`src/rtl/prog_stream_loader.sv`:
```
// Purpose: turns a little-endian byte stream into imem line / dmem word writes, then raises done.
// Latency: each write strobe and its addr/data appear one cycle after the word's last byte.
// Backpressure: never stalls while loading; in_ready drops only in the terminal DONE state.
module prog_stream_loader #(
  parameter int          ADDR_LEN       = 32,
  parameter int          IMEM_MAX_WORDS = 512,
  parameter int          DMEM_MAX_WORDS = 65536,
  parameter logic [31:0] DMEM_BASE      = 32'h0
) (
  input  logic                clk,
  input  logic                reset,
  input  logic                in_valid,
  input  logic [7:0]          in_data,
  output logic                in_ready,
  output logic [ADDR_LEN-1:0] addr,
  output logic [127:0]        data,
  output logic                we_128,
  output logic                we_32,
  output logic                done,
  output logic                err
);

  typedef enum logic [2:0] {
    HDR_I  = 3'd0,
    HDR_D  = 3'd1,
    LOAD_I = 3'd2,
    LOAD_D = 3'd3,
    DONE   = 3'd4
  } state_t;

  state_t                state_q, state_d;
  logic [3:0]            idx_q, idx_d;
  logic [31:0]           ni_q, ni_d;
  logic [31:0]           nd_q, nd_d;
  // Only bytes 0..14 are staged; byte 15 goes straight from in_data into data.
  logic [119:0]          stage_q, stage_d;
  logic [31:0]           line_q, line_d;
  logic [31:0]           word_q, word_d;
  logic [ADDR_LEN-1:0]   addr_q, addr_d;
  logic [127:0]          data_q, data_d;
  logic                  we128_q, we128_d;
  logic                  we32_q, we32_d;
  logic                  done_q, done_d;
  logic                  err_q, err_d;
  logic                  in_ready_q, in_ready_d;

  logic                  xfer;
  logic [31:0]           nd_full;
  logic [31:0]           dmem_word;
  logic [31:0]           addr_line;
  logic [31:0]           addr_word;

  assign xfer      = in_valid && in_ready_q;
  assign nd_full   = {in_data, nd_q[23:0]};
  assign dmem_word = {in_data, stage_q[23:0]};
  assign addr_line = line_q << 4;
  assign addr_word = DMEM_BASE + (word_q << 2);

  assign in_ready = in_ready_q;
  assign addr     = addr_q;
  assign data     = data_q;
  assign we_128   = we128_q;
  assign we_32    = we32_q;
  assign done     = done_q;
  assign err      = err_q;

  // State register and all datapath registers; reset aborts any partial word.
  always_ff @(posedge clk or posedge reset) begin
    if (reset) begin
      state_q    <= HDR_I;
      idx_q      <= 4'd0;
      ni_q       <= 32'd0;
      nd_q       <= 32'd0;
      stage_q    <= '0;
      line_q     <= 32'd0;
      word_q     <= 32'd0;
      addr_q     <= '0;
      data_q     <= '0;
      we128_q    <= 1'b0;
      we32_q     <= 1'b0;
      done_q     <= 1'b0;
      err_q      <= 1'b0;
      in_ready_q <= 1'b0;
    end else begin
      state_q    <= state_d;
      idx_q      <= idx_d;
      ni_q       <= ni_d;
      nd_q       <= nd_d;
      stage_q    <= stage_d;
      line_q     <= line_d;
      word_q     <= word_d;
      addr_q     <= addr_d;
      data_q     <= data_d;
      we128_q    <= we128_d;
      we32_q     <= we32_d;
      done_q     <= done_d;
      err_q      <= err_d;
      in_ready_q <= in_ready_d;
    end
  end

  // Next-state logic: header collection, word assembly, write strobe generation.
  always_comb begin
    state_d  = state_q;
    idx_d    = idx_q;
    ni_d     = ni_q;
    nd_d     = nd_q;
    stage_d  = stage_q;
    line_d   = line_q;
    word_d   = word_q;
    addr_d   = addr_q;
    data_d   = data_q;
    we128_d  = 1'b0;
    we32_d   = 1'b0;
    done_d   = done_q;
    err_d    = err_q;

    case (state_q)
      HDR_I: begin
        if (xfer) begin
          ni_d[{idx_q[1:0], 3'b000} +: 8] = in_data;
          idx_d = idx_q + 4'd1;
          if (idx_q[1:0] == 2'd3) begin
            idx_d   = 4'd0;
            state_d = HDR_D;
          end
        end
      end

      HDR_D: begin
        if (xfer) begin
          nd_d[{idx_q[1:0], 3'b000} +: 8] = in_data;
          idx_d = idx_q + 4'd1;
          if (idx_q[1:0] == 2'd3) begin
            idx_d = 4'd0;
            if ((ni_q > 32'(IMEM_MAX_WORDS)) || (nd_full > 32'(DMEM_MAX_WORDS))) begin
              state_d = DONE;
              err_d   = 1'b1;
              done_d  = 1'b1;
            end else if (ni_q != 32'd0) begin
              state_d = LOAD_I;
            end else if (nd_full != 32'd0) begin
              state_d = LOAD_D;
            end else begin
              state_d = DONE;
              done_d  = 1'b1;
            end
          end
        end
      end

      LOAD_I: begin
        if (xfer) begin
          idx_d = idx_q + 4'd1;
          if (idx_q != 4'd15) begin
            stage_d[{idx_q, 3'b000} +: 8] = in_data;
          end else begin
            data_d  = {in_data, stage_q};
            addr_d  = ADDR_LEN'(addr_line);
            we128_d = 1'b1;
            line_d  = line_q + 32'd1;
            if (line_q + 32'd1 == ni_q) begin
              if (nd_q != 32'd0) begin
                state_d = LOAD_D;
              end else begin
                state_d = DONE;
                done_d  = 1'b1;
              end
            end
          end
        end
      end

      LOAD_D: begin
        if (xfer) begin
          idx_d = idx_q + 4'd1;
          if (idx_q[1:0] != 2'd3) begin
            stage_d[{idx_q, 3'b000} +: 8] = in_data;
          end else begin
            idx_d  = 4'd0;
            data_d = {dmem_word, 96'd0};
            addr_d = ADDR_LEN'(addr_word);
            we32_d = 1'b1;
            word_d = word_q + 32'd1;
            if (word_q + 32'd1 == nd_q) begin
              state_d = DONE;
              done_d  = 1'b1;
            end
          end
        end
      end

      default: begin
        state_d = DONE;
      end
    endcase

    in_ready_d = (state_d != DONE);
  end

endmodule

```
`config.mk`:
```
export PLATFORM = sky130hd
export DESIGN_NAME = prog_stream_loader
export DESIGN_NICKNAME = d
export VERILOG_FILES = /design/src/rtl/prog_stream_loader.sv
export SDC_FILE = /design/constraint.sdc
export NUM_CORES = 1
export LEC_CHECK = 0
export BUFFER_PORTS_ARGS = -buffer_cell sky130_fd_sc_hd__buf_4
export CAP_MARGIN = 10
export CORE_MARGIN = 2
export CORE_UTILIZATION = 54
export CTS_CLUSTER_DIAMETER = 100
export DETAILED_ROUTE_END_ITERATION = 8
export PLACE_DENSITY_LB_ADDON = 0.15
export SLEW_MARGIN = 10
export SYNTH_ARGS = -nofsm -noshare
export SYNTH_HDL_FRONTEND = slang
export SYNTH_SLANG_ARGS = --single-unit
export TNS_END_PERCENT = 10
```
`constraint.sdc`:
```
create_clock -name clk -period 12.4 [get_ports clk]
set_clock_uncertainty 0.05 [all_clocks]
set_input_delay 1.86 -clock clk [delete_from_list [all_inputs] [get_ports clk]]
set_output_delay 1.86 -clock clk [all_outputs]
set_load 0.01 [all_outputs]
```
======== After elaboration in Yosys (flattened, before gate mapping) ========
Index checks and enable logic that the tools add are counted.
word-level totals
  bits in registers ....................... 420
  input port bits ......................... 11
  output and inout port bits .............. 165
  logic and storage cells ................. 127
cells by class
  $add $sub $neg .......................... 5
  magnitude comparators ................... 2
  equal/unequal tests ..................... 23
  shifts and indexed selects .............. 4
  mux-type cells .......................... 58
  bitwise operators ....................... 2
  reductions and logical operators ........ 19
operator list
  kind                     number
  $mux 128                 4
  $mux 120                 4
  $pmux 128 s2             1
  $pmux 120 s2             1
  $mux 32                  4
  $bwmux 120               1
  $shift 8x9->120 const A  1
  $shiftx 8x9->120         1
  $reduce_bool 32->1       3
  $add 32x1->32 const B    2
  $bwmux 32                2
  $eq 32x32->1             2
  $pmux 32 s2              1
  $mux 3                   14
  $gt 32x10->1 const B     1
  $gt 32x17->1 const B     1
  $shift 8x7->32 const A   1
  $shiftx 8x7->32          1
  $ne 2x2->1 const B       12
  $mux 4                   5
  $mux 1                   18
  $pmux 3 s4               1
  $pmux 4 s3               1
  $reduce_and 12->1        1
  21 further kinds         30

======== Longest topological paths before layout ========
Gate-level depths: netlist of run 1.
  word-level depth ........................ 8
  gate-level depth with buffers ........... 11
  depth with buffers taken out ............ 10

======== Worst setup path before layout of run 1 ========
No wires, ideal clock.
  path kind ............................... input to register
  from .................................... in in_data[6]
  to ...................................... reg state_q[2]
  arrival time ............................ 3.556 ns
  required time ........................... 12.219 ns
  path slack .............................. 8.663 ns
  stages on the path ...................... 8
  path buffers ............................ 0
  cells stage by stage .................... nor4_1 > nand2_1 > a211o_1 > a211o_1 > a21o_1 > and3_4 > or2_0 > or3_1
between the ends
  longest elaborated chain between the ends .. 7
  elaborated cells on any way between the ends .. 9
  those cells by class .................... 1 x order compare; 6 x mux; 2 x reduce/logical
ends and longest elaborated chain
  what                                                  RTL line  RTL
  from (decl)                                           13        input logic [7:0] in_data,
  branches (longest 3 deep; another with $gt 32x17->1)  n/a
  $mux 3 (*)                                            136       if ((ni_q > 32'(IMEM_MAX_WORDS)) || (nd_full > 32'(DMEM_MAX_WORDS))) begin
  $mux 3 (*)                                            134       if (idx_q[1:0] == 2'd3) begin
  $mux 3 (*)                                            131       if (xfer) begin
  $pmux 3 s4 (*)                                        118       case (state_q)
  named net state_d[2]                                  31        state_t state_q, state_d;
  to (signal assigned)                                  85        state_q <= state_d;
  to (decl)                                             31
Mark *: on every way through the listed nets, which the timed path passes.
A chain may end at the register's enable or synchronous reset.

======== Final worst setup path of run 1 ========
  from .................................... in in_valid
  to ...................................... reg addr_q[4], in the netlist addr[4]
between the ends
  longest elaborated chain between the ends .. 3
  elaborated cells on any way between the ends .. 4
  those cells by class .................... 2 x eq/ne; 2 x reduce/logical
ends and longest elaborated chain
  what                            RTL line  RTL
  from (decl)                     12        input logic in_valid,
  $logic_and 1x1->1 (*)           53        assign xfer = in_valid && in_ready_q;
  $ne 2x2->1 (no line)            n/a
  $reduce_and 5->1 (no line) (*)  n/a
  to (signal assigned)            92        addr_q <= addr_d;
  to (decl)                       39        logic [ADDR_LEN-1:0] addr_q, addr_d;
Every way passes the cells marked *; elsewhere a longest branch is shown, timed or not.

==> metrics, run 1 <==
Placer Congestion=0.899; setup bufs post-CTS=0; status=complete, no violations; Critical Path RT=12,750 ps; CP Buf/Inv Count=3; worst path cell trace=buf_4 > nand2_1 > nor2_1 > and3_4 > buf_4 > buf_4 > a31oi_1; main area contributors after synthesis=dfrtp_1 (54%), nand2_1 (12%), xnor2_1 (4.1%); H-tree depth=2; Yosys top cell area share=53.6%; R2R Setup Slk=8440 ps; CTS max path bufs=3; share of cells above drive strength 1=14.5%; ys async rst share=100%; nets@finish=2,233; Synth area leader=dfrtp_1; P&R area growth vs syn=15.5%; most common cell in the synthesized netlist=nand2_1; worst hold path class=reg2reg; TritonRoute pass-1 iters=8; Tot GR Track Use=29.8%; Post-Synth XOR/XNOR Area=6.36%; TNS Setup=0 ps; Post-synth EDFFs=0; # clock sinks=approximately 420; grt ovf=0; post-synthesis instance total=approximately 2,100; Worst Tran Pin Value=1270 ps; initial drt markers=1,333; number of failing hold endpoints at the final stage=0; largest net degree at the start of global routing=~190; n_diodes=0; critical path arrival=roughly 4800 ps; Reg2Reg Depth=8; Place WS=7380 ps; Seq/Total Area, Yosys=53.6%; Final ANT Viol Nets=0; CP max-delay cell=buf_4; Hold Buf Count CTS=0; Crit. Startpoint=in_valid; clk_lat worst skew=560 ps; Mapped Avg Cell Area=~9.2 um2; RSZ-0062 raised after global routing=false; post-route clock period utilization=35.7%; Top Family by Delay on Critical Path=buffers and inverters; I/O pin cnt=176; drt total wl=around 57,000 um; post-route setup slack=approximately 8000 ps; Yosys cell types=70; DRC violations left=0; core area=0.0356 mm2; Slew headroom=between 10 and 15%; Initial Util=between 50% and 60%; hold wc startpoint=data[32]; largest family of logic cells by synthesized area=simple AND/OR/NAND/NOR gates; Reg-to-Reg Start=line_q[3]; CTS Buf Count=44; setup violators final=0; Most common cell on crit path=buf_4; height of the die=roughly 190 um; Hold Crit Depth=2; initial antenna violation count=0; CTS resizes=0; area of the mapped netlist=a little under 0.02 mm2; Setup CP Type=in2reg; Seq cells post-synth=418; MaxCap Viol Count=0; clock root cell=clkbuf_16; f_max=226 MHz; simple-gate share of the synthesized area=between 20 and 25%; DR WL/cell=21.0 um; Max VDD drop=0.000158 V; worst-path maximum fanout=95; vias in the first global route=about 16,000; Worst Setup End Kind=flop; Vias/cell=5.96; die width=~190 um; main flop type after synthesis=dfrtp_1; post-route minimum period=4430 ps; r2r endpoint=state_q[1]; HPWL after detailed placement=between 30,000 and 40,000 um; nature of the critical path startpoint=input port; mux contribution to synthesized area=3.25%; area of the multi-input gates=0.00844 mm2; Row Count=69; Filler cells=just under 3,000; Hold Path Sink=data[32]; CTS clk-pin slew, worst paths=60 ps; total design power=3.93 mW; slowest cell delay on critical path=roughly 800 ps; Max Transition Viols Final=0; die area=0.0377 mm2; global-route wire length before repair=between 80,000 and 90,000 um; IO buf count=173; pwr dens=roughly 170 mW/mm2; area taken by flip-flops and latches=around 0.010 mm2; CTS tree=built; Leak=10.5 nW; complex-gate fraction of the synthesized area=under 10%; Vias=16,100; synth cell count leaders=nand2_1 (603), dfrtp_1 (418), o21ai_0 (136); Adder-Cell Fraction of Synth Area=0.577%; synth warn=0
-- cell usage in the layout, fill, tap and decap left out, types with 7 or more instances in the layout --
cell type and n:
nand4_1 45, ha_1 9, nor3_1 38, nand2_1 602
inv_1 18, a22o_1 19, or4_1 11, xor2_1 48
nor4_1 31, clkbuf_16 46, o21ai_0 136, bufinv_16 8
and3_1 8, nor2_1 117, a31oi_1 59, dfrtp_1 418
nand3_1 131, nand2b_1 14, buf_4 183, a21oi_1 16
xnor2_1 91, or3_1 8, mux2_2 51, nor2b_1 11
a211oi_1 7
-- worst register-to-register path: cells and delay by family, from the launching register on --
family / cells / cell delay, ps
xor gates and xnor gates: 1 / 160
and+or+nand+nor: 6 / 2870
DFF: 1 / 570
AOI/OAI and AO/OA: 1 / 150
-- layout make-up --
type | count | area share [%]
Inverter | 20 | 0.350
Timing Repair Buffer | 184 | 6.19
Clock inverter | 22 | 1.53
Tap cell | 461 | 2.56
Multi-Input combinational cell | 1545 | 37.5
Sequential cell | 418 | 46.5
Clock buffer | 54 | 5.42
-- through the flow --
stage | hold WS (ps) | std cells | utilization [%] | instance area, um2
finish | 415 | 2704 | 63.3 | 22500
global route | 441 | 2704 | 63.3 | 22500
CTS | 420 | 2704 | 63.3 | 22500
floorplan | 399 | 2125 | - | 19500
detailed placement | 407 | 2628 | 58.9 | 20900
global placement | 402 | 2628 | 58.9 | 20900
-- routing by layer --
layer	vias up	wire, um	global-route usage [%]
li1	7395	-	-
met1	8029	23700	40.6
met2	580	27200	48.6
met3	118	3530	3.90
met4	0	2400	12.5
met5	-	0	0
-- registers in the layout, summed over array words and instances (netlist names) --
register / flops
addr: 30
data: 128
done: 1
err: 1
idx_q: 4
in_ready: 1
line_q: 32
nd_q: 32
ni_q: 32
stage_q: 120
state_q: 3
we_128: 1
we_32: 1
word_q: 32
-- logic make-up after synthesis --
| logic type | Yosys count |
|---|---|
| and+or+nand+nor | 1063 |
| DFF | 418 |
| AOI/OAI and AO/OA | 274 |
| buffers and inverters | 162 |
| xor gates and xnor gates | 140 |
| muxes | 57 |
| adders and majority gates | 9 |
| other | 1 |
-- how the worst max path moves through the flow --
stage / to / slack, ps / cells past startpoint
global placement: addr[6] / 7510 / 7
floorplan: addr[10] / 4850 / 1
detailed placement: data[115] / 7380 / 7
CTS: data[108] / 7950 / 8
finish: addr[4] / 7970 / 7
global route: data[118] / 7670 / 8
-- power breakdown --
part	leakage [nW]	total (mW)	switching, mW	internal (mW)
registers	5.62	1.73	0.161	1.57
clock network	0.753	1.43	0.558	0.868
logic	4.14	0.772	0.469	0.303
total	10.5	3.93	1.19	2.74
Note: power is estimated with default switching activity, not from simulation.
==> run 2: changes to the inputs <==
--- a/config.mk
+++ b/config.mk
@@ -8,7 +8,7 @@
 export BUFFER_PORTS_ARGS = -buffer_cell sky130_fd_sc_hd__buf_4
 export CAP_MARGIN = 10
 export CORE_MARGIN = 2
-export CORE_UTILIZATION = 54
+export CORE_UTILIZATION = 55
 export CTS_CLUSTER_DIAMETER = 100
 export DETAILED_ROUTE_END_ITERATION = 8
 export PLACE_DENSITY_LB_ADDON = 0.15
==> constraint.sdc (replaced) <==
create_clock -name clk -period 4.1 [get_ports clk]
set_clock_uncertainty 0.05 [all_clocks]
set_input_delay 0.615 -clock clk [delete_from_list [all_inputs] [get_ports clk]]
set_output_delay 0.615 -clock clk [all_outputs]
set_load 0.01 [all_outputs]
==> run 2 against run 1 <==
  * Critical path depth rose by 2
  * Total power rose to 3.0 times the previous value
  * Sequential cell count stayed put
==> metrics, run 2 (synthesis gave the netlist of run 1 again) <==
status=complete, no violations; initial antenna violation count=0 (unchanged); core area=0.0347 mm2 (-2.4%); placed cell areas=0.0211 mm2 (+0.73%); Max Transition Viols Final=0 (unchanged); critical path arrival=3750 ps (-1030 ps); TritonRoute pass-1 iters=5 (-3); number of flip-flops in the largest register=128 (unchanged); met2 usage=50.8% (+2.2 points); H-tree depth=2 (unchanged); Critical Path RT=4570 ps (-8180 ps); die area=0.0370 mm2 (-1.8%); n_diodes=0 (unchanged); met3 track utilization from global routing=5.16% (+1.3 points); worst hold path class=in2async; vias in the first global route=15,600 (+0.013%); IO buf count=173 (unchanged); DRC violations left=0 (unchanged); f_max=between 300 and 400 MHz; GR peak layer=met2; Final ANT Viol Nets=0 (unchanged); global-route wire length before repair=89,200 um (+0.53%); RSZ-0062 raised after global routing=false; Initial Util=56.2% (+1.4 points); Vias/cell=5.87 (-1.5%); post-route setup slack=815 ps (-7150 ps); HPWL after detailed placement=39,000 um (+2.4%); Max VDD drop=0.000447 V (+180%); nets@finish=2,247 (+0.63%); Worst Tran Pin Value=1110 ps (-164 ps); Placer Congestion=0.917 (+2.0%); commonest non-fill, non-tap cell in the layout=nand2_1; post-route minimum period=3280 ps; Place WS=884 ps (-6500 ps); CTS Buf Count=45 (+2.3%); drt total wl=57,100 um (+0.64%); global routing usage on met1=42.0% (+1.4 points); CTS tree=built; clk_lat worst skew=580 ps (+20 ps); die width=192 um (-0.89%); setup bufs post-CTS=0 (unchanged); largest net degree at the start of global routing=142 (-26%); Vias=16,000 (-1.0%); setup violators final=0 (unchanged); hold_ws=29.4 ps (-385 ps); CTS clk-pin slew, worst paths=60 ps (about the same); worst-path maximum fanout=11 (-88%); # clock sinks=418 (unchanged); Slew headroom=25.6% (+11 points); P&R area growth vs syn=15.9%; number of failing hold endpoints at the final stage=0 (unchanged); fin util=65.1% (+1.8 points); Setup CP Type=reg2reg; Hold Buf Count CTS=0 (unchanged); R2R Setup Slk=820 ps (-7620 ps); pwr dens=520 mW/mm2 (+200%); height of the die=192 um (-0.89%); DR WL/cell=21.0 um (+0.16%); Row Count=68 (-1.4%); CTS max path bufs=3 (unchanged); share of cells above drive strength 1=15.1% (+0.54 points); CTS resizes=0 (unchanged); MaxCap Viol Count=0 (unchanged); Leak=10.6 nW (+0.85%); clock root cell=clkbuf_16; Tot GR Track Use=31.5% (+1.7 points); post-route clock period utilization=between 80% and 90%; initial drt markers=1,231 (-7.7%); grt ovf=0 (unchanged); I/O pin cnt=176 (unchanged); post-route cell area=0.0226 mm2 (+0.43%); Worst Setup End Kind=flop; nature of the critical path startpoint=flop; commonest cells after routing, fill and taps aside=nand2_1 (602), dfrtp_1 (418), buf_4 (191), o21ai_0 (136), nand3_1 (131)
[run 2: cell count changes in the layout (fill, tap and decap cells not counted), moves of 2 or more]
cell / change
buf_12: +5
buf_4: +8
bufinv_16: -6
clkbuf_1: +3
clkbuf_8: +10
clkinv_2: +5
clkinv_4: -2
clkinvlp_4: -5
inv_16: +2
[run 2: layer usage]
metal	part of all wire, %	up-vias
met1	42	7866
met5	0	-
met3	6.1	134
met4	4.6	0
met2	47	523
li1	-	7436
[run 2: worst max-delay path: stages (launching register included)]
cell       delay (ps)
dfrtp_1           480
ha_1              260
nand3_1           350
nor3_1            660
and4_1            290
nor3_1             80
a2111oi_0         420
nand4_1           170
nor3_1            300
or4_1             160
[run 2: metrics by stage]
step	TNS [ps]	instances	total power, mW
after global placement	0	2635	7.57
after floorplan	-920660	2125	6.60
final	0	2717	11.8
after CTS	0	2717	11.8
after global routing	0	2717	12.3
after detailed placement	0	2635	7.65
[run 2: final timing paths]
kind,from,end,depth (start not counted)
worst max-delay path,word_q[0],done,9
max in group asynchronous,reset,idx_q[3],3
worst max register to register,word_q[0],done,9
min in group clk,in_data[6],data[126],3
worst min register to register,data[93],data[93],2
worst min-delay path,reset,nd_q[3],2
[run 2: cell type report]
cell class                      count  area (um2)
Clock inverter                     16         170
Multi-Input combinational cell   1545        8440
Clock buffer                       66        1350
Timing Repair Buffer              197        1550
Fill cell                        2863       12100
Inverter                           20        78.8
Tap cell                          455         569
Sequential cell                   418       10500
[run 2: power by group]
| group | switching [mW] | leakage, nW | internal [mW] |
|---|---|---|---|
| Clock | 1.75 | 0.761 | 2.42 |
| Combinational | 1.43 | 4.22 | 0.945 |
| Sequential | 0.462 | 5.62 | 4.76 |
| Total | 3.64 | 10.6 | 8.12 |
==> run 3: changes to the inputs <==
--- a/config.mk
+++ b/config.mk
@@ -8,7 +8,7 @@
 export BUFFER_PORTS_ARGS = -buffer_cell sky130_fd_sc_hd__buf_4
 export CAP_MARGIN = 10
 export CORE_MARGIN = 2
-export CORE_UTILIZATION = 55
+export CORE_UTILIZATION = 54
 export CTS_CLUSTER_DIAMETER = 100
 export DETAILED_ROUTE_END_ITERATION = 8
 export PLACE_DENSITY_LB_ADDON = 0.15
==> constraint.sdc (replaced) <==
create_clock -name clk -period 3 [get_ports clk]
set_clock_uncertainty 0.05 [all_clocks]
set_input_delay 0.45 -clock clk [delete_from_list [all_inputs] [get_ports clk]]
set_output_delay 0.45 -clock clk [all_outputs]
set_load 0.01 [all_outputs]
==> run 3 against run 2 <==
  * Worst hold slack improved by 310 ps
  * Global-route usage increased by 0.29 points
  * Die area increased by 1.8%
  * Via count increased by 3.3%
  * Largest power group unchanged
  * Register-to-register slack got worse by 790 ps
  * Sequential share of layout area decreased by 2.0 points
  * Critical path type unchanged
  * Final cell count increased by 4.3%
  * Sequential cell count unchanged
  * Sequential power increased by 37%
  * Critical endpoint is now state_q[1]
  * Worst setup slack got worse by 790 ps
==> metrics, run 3 (synthesis gave the netlist of run 1 again) <==
status=complete, no violations; area of the multi-input gates=0.00851 mm2 (+0.92%); Slew headroom=51.0% (+25 points); setup violators final=0 (unchanged); height of the die=194 um (+0.90%); TNS Setup=0 ps (unchanged); hold wc startpoint=in_data[4]; Vias=16,500 (+3.3%); post-route minimum period=2970 ps (-312 ps); nature of the critical path startpoint=flop; post-route cell area=0.0236 mm2 (+4.5%); area taken by flip-flops and latches=0.0105 mm2 (about the same); RSZ-0062 raised after global routing=true; drt total wl=59,700 um (+4.5%); commonest cells after routing, fill and taps aside=nand2_1 (602), dfrtp_1 (416), buf_4 (300), o21ai_0 (135), nand3_1 (130); initial antenna violation count=0 (unchanged); Final ANT Viol Nets=0 (unchanged); Setup CP Type=reg2reg; f_max=336 MHz (+10%); core area=0.0356 mm2 (+2.5%); CTS tree=built; largest net degree at the start of global routing=87 (-39%); total design power=16.2 mW (+38%); die area=0.0377 mm2 (+1.8%); initial drt markers=1,267 (+2.9%); placed cell areas=0.0220 mm2 (+4.4%); commonest non-fill, non-tap cell in the layout=nand2_1; die width=194 um (+0.90%); Placer Congestion=0.959 (+4.5%); number of flip-flops in the largest register=128 (unchanged); worst-path maximum fanout=2 (-9); post-route clock period utilization=99.1% (+19 points); nets@finish=2,362 (+5.1%); worst hold path class=in2reg; Hold Crit Depth=4; hold_ws=343 ps (+313 ps); CTS clk-pin slew, worst paths=60 ps (about the same); grt ovf=0 (unchanged); Worst Tran Pin Value=736 ps (-372 ps); Max Transition Viols Final=0 (unchanged); Vias/cell=5.82 (-0.94%); clock root cell=clkbuf_16; H-tree depth=2 (unchanged); Leak=11.2 nW (+5.7%); Max VDD drop=0.000558 V (+25%); Critical Path RT=3410 ps (-1160 ps); R2R Setup Slk=30 ps (-790 ps); Filler cells=2,896 (+1.2%); n_diodes=0 (unchanged); DR WL/cell=21.1 um (+0.18%); TritonRoute pass-1 iters=5 (unchanged); vias in the first global route=16,300 (+4.5%); r2r endpoint=state_q[1]; Hold Path Sink=data[124]; CTS max path bufs=3 (unchanged); DRC violations left=0 (unchanged); share of cells above drive strength 1=19.4% (+4.4 points); Worst Setup End Kind=flop; # clock sinks=418 (unchanged); Reg2Reg Depth=9 (unchanged); Reg-to-Reg Start=line_q[0]; IO buf count=173 (unchanged); clk_lat worst skew=590 ps (about the same); Tot GR Track Use=31.8% (+0.29 points); critical path arrival=3380 ps (-370 ps); number of failing hold endpoints at the final stage=0 (unchanged); I/O pin cnt=176 (unchanged); Row Count=69 (+1.5%); fin util=66.4% (+1.3 points); global-route wire length before repair=93,100 um (+4.3%); CTS Buf Count=44 (-2.2%); Initial Util=54.8% (-1.4 points); P&R area growth vs syn=21.2%; MaxCap Viol Count=0 (unchanged); pwr dens=685 mW/mm2 (+32%); HPWL after detailed placement=42,600 um (+9.3%)
## run 3: where the power goes
part,internal (mW),switching [mW]
Sequential,6.50,0.624
Combinational,1.44,2.03
Clock,3.29,2.31
## run 3: critical path: stages, from the launching register on
cell     delay (ps)
dfrtp_1         380
buf_4           150
ha_4            270
xnor2_2         100
o21ai_1          80
or4_4           520
or4_1           470
or4_4           440
nor4b_4         280
o22ai_1         120
## run 3: timing repair
| action | in CTS | in global routing |
|---|---|---|
| setup endpoints to repair | 4 | 5 |
| setup buffers | 0 | 2 |
| gates resized for setup | 2 | 16 |
| pin swaps | 0 | 5 |
| hold endpoints to repair | 17 | 0 |
| hold buffers | 1 | 0 |
## run 3: metal layers
layer / vias up / track usage, % / wire length [um]
li1: 7649 / - / -
met2: 569 / 50.7 / 27800
met5: - / 0 / 0
met4: 0 / 16.0 / 3260
met3: 152 / 5.97 / 3880
met1: 8119 / 42.0 / 24700
## run 3: how the worst max path moves through the flow
stage               cells past startpoint    endpoint  slack (ps)       from
floorplan                               1    addr[10]       -3140      reset
global placement                        8  state_q[1]          60  line_q[0]
detailed placement                      8  state_q[1]          -5  line_q[0]
CTS                                     8  state_q[1]          30  line_q[0]
global route                            9  state_q[1]         -50  line_q[0]
finish                                  9  state_q[1]          30  line_q[0]
## run 3: area by class of cell
cell class              count  share of cell area (%)
flip-flops and latches    418                    44.3
multi-input cells        1545                    36.0
clock buffers              67                    5.53
well taps                 461                    2.44
repair buffers            313                    10.6
clock inverters            10                   0.805
inverters                  20                   0.334
## run 3: through the flow
stage / std cells / worst slack (ps)
6_report: 2834 / 27.0
3_3_place_gp: 2754 / 62.7
3_5_place_dp: 2754 / -4.68
4_1_cts: 2832 / 26.6
5_1_grt: 2834 / -46.4
2_1_floorplan: 2125 / -3140
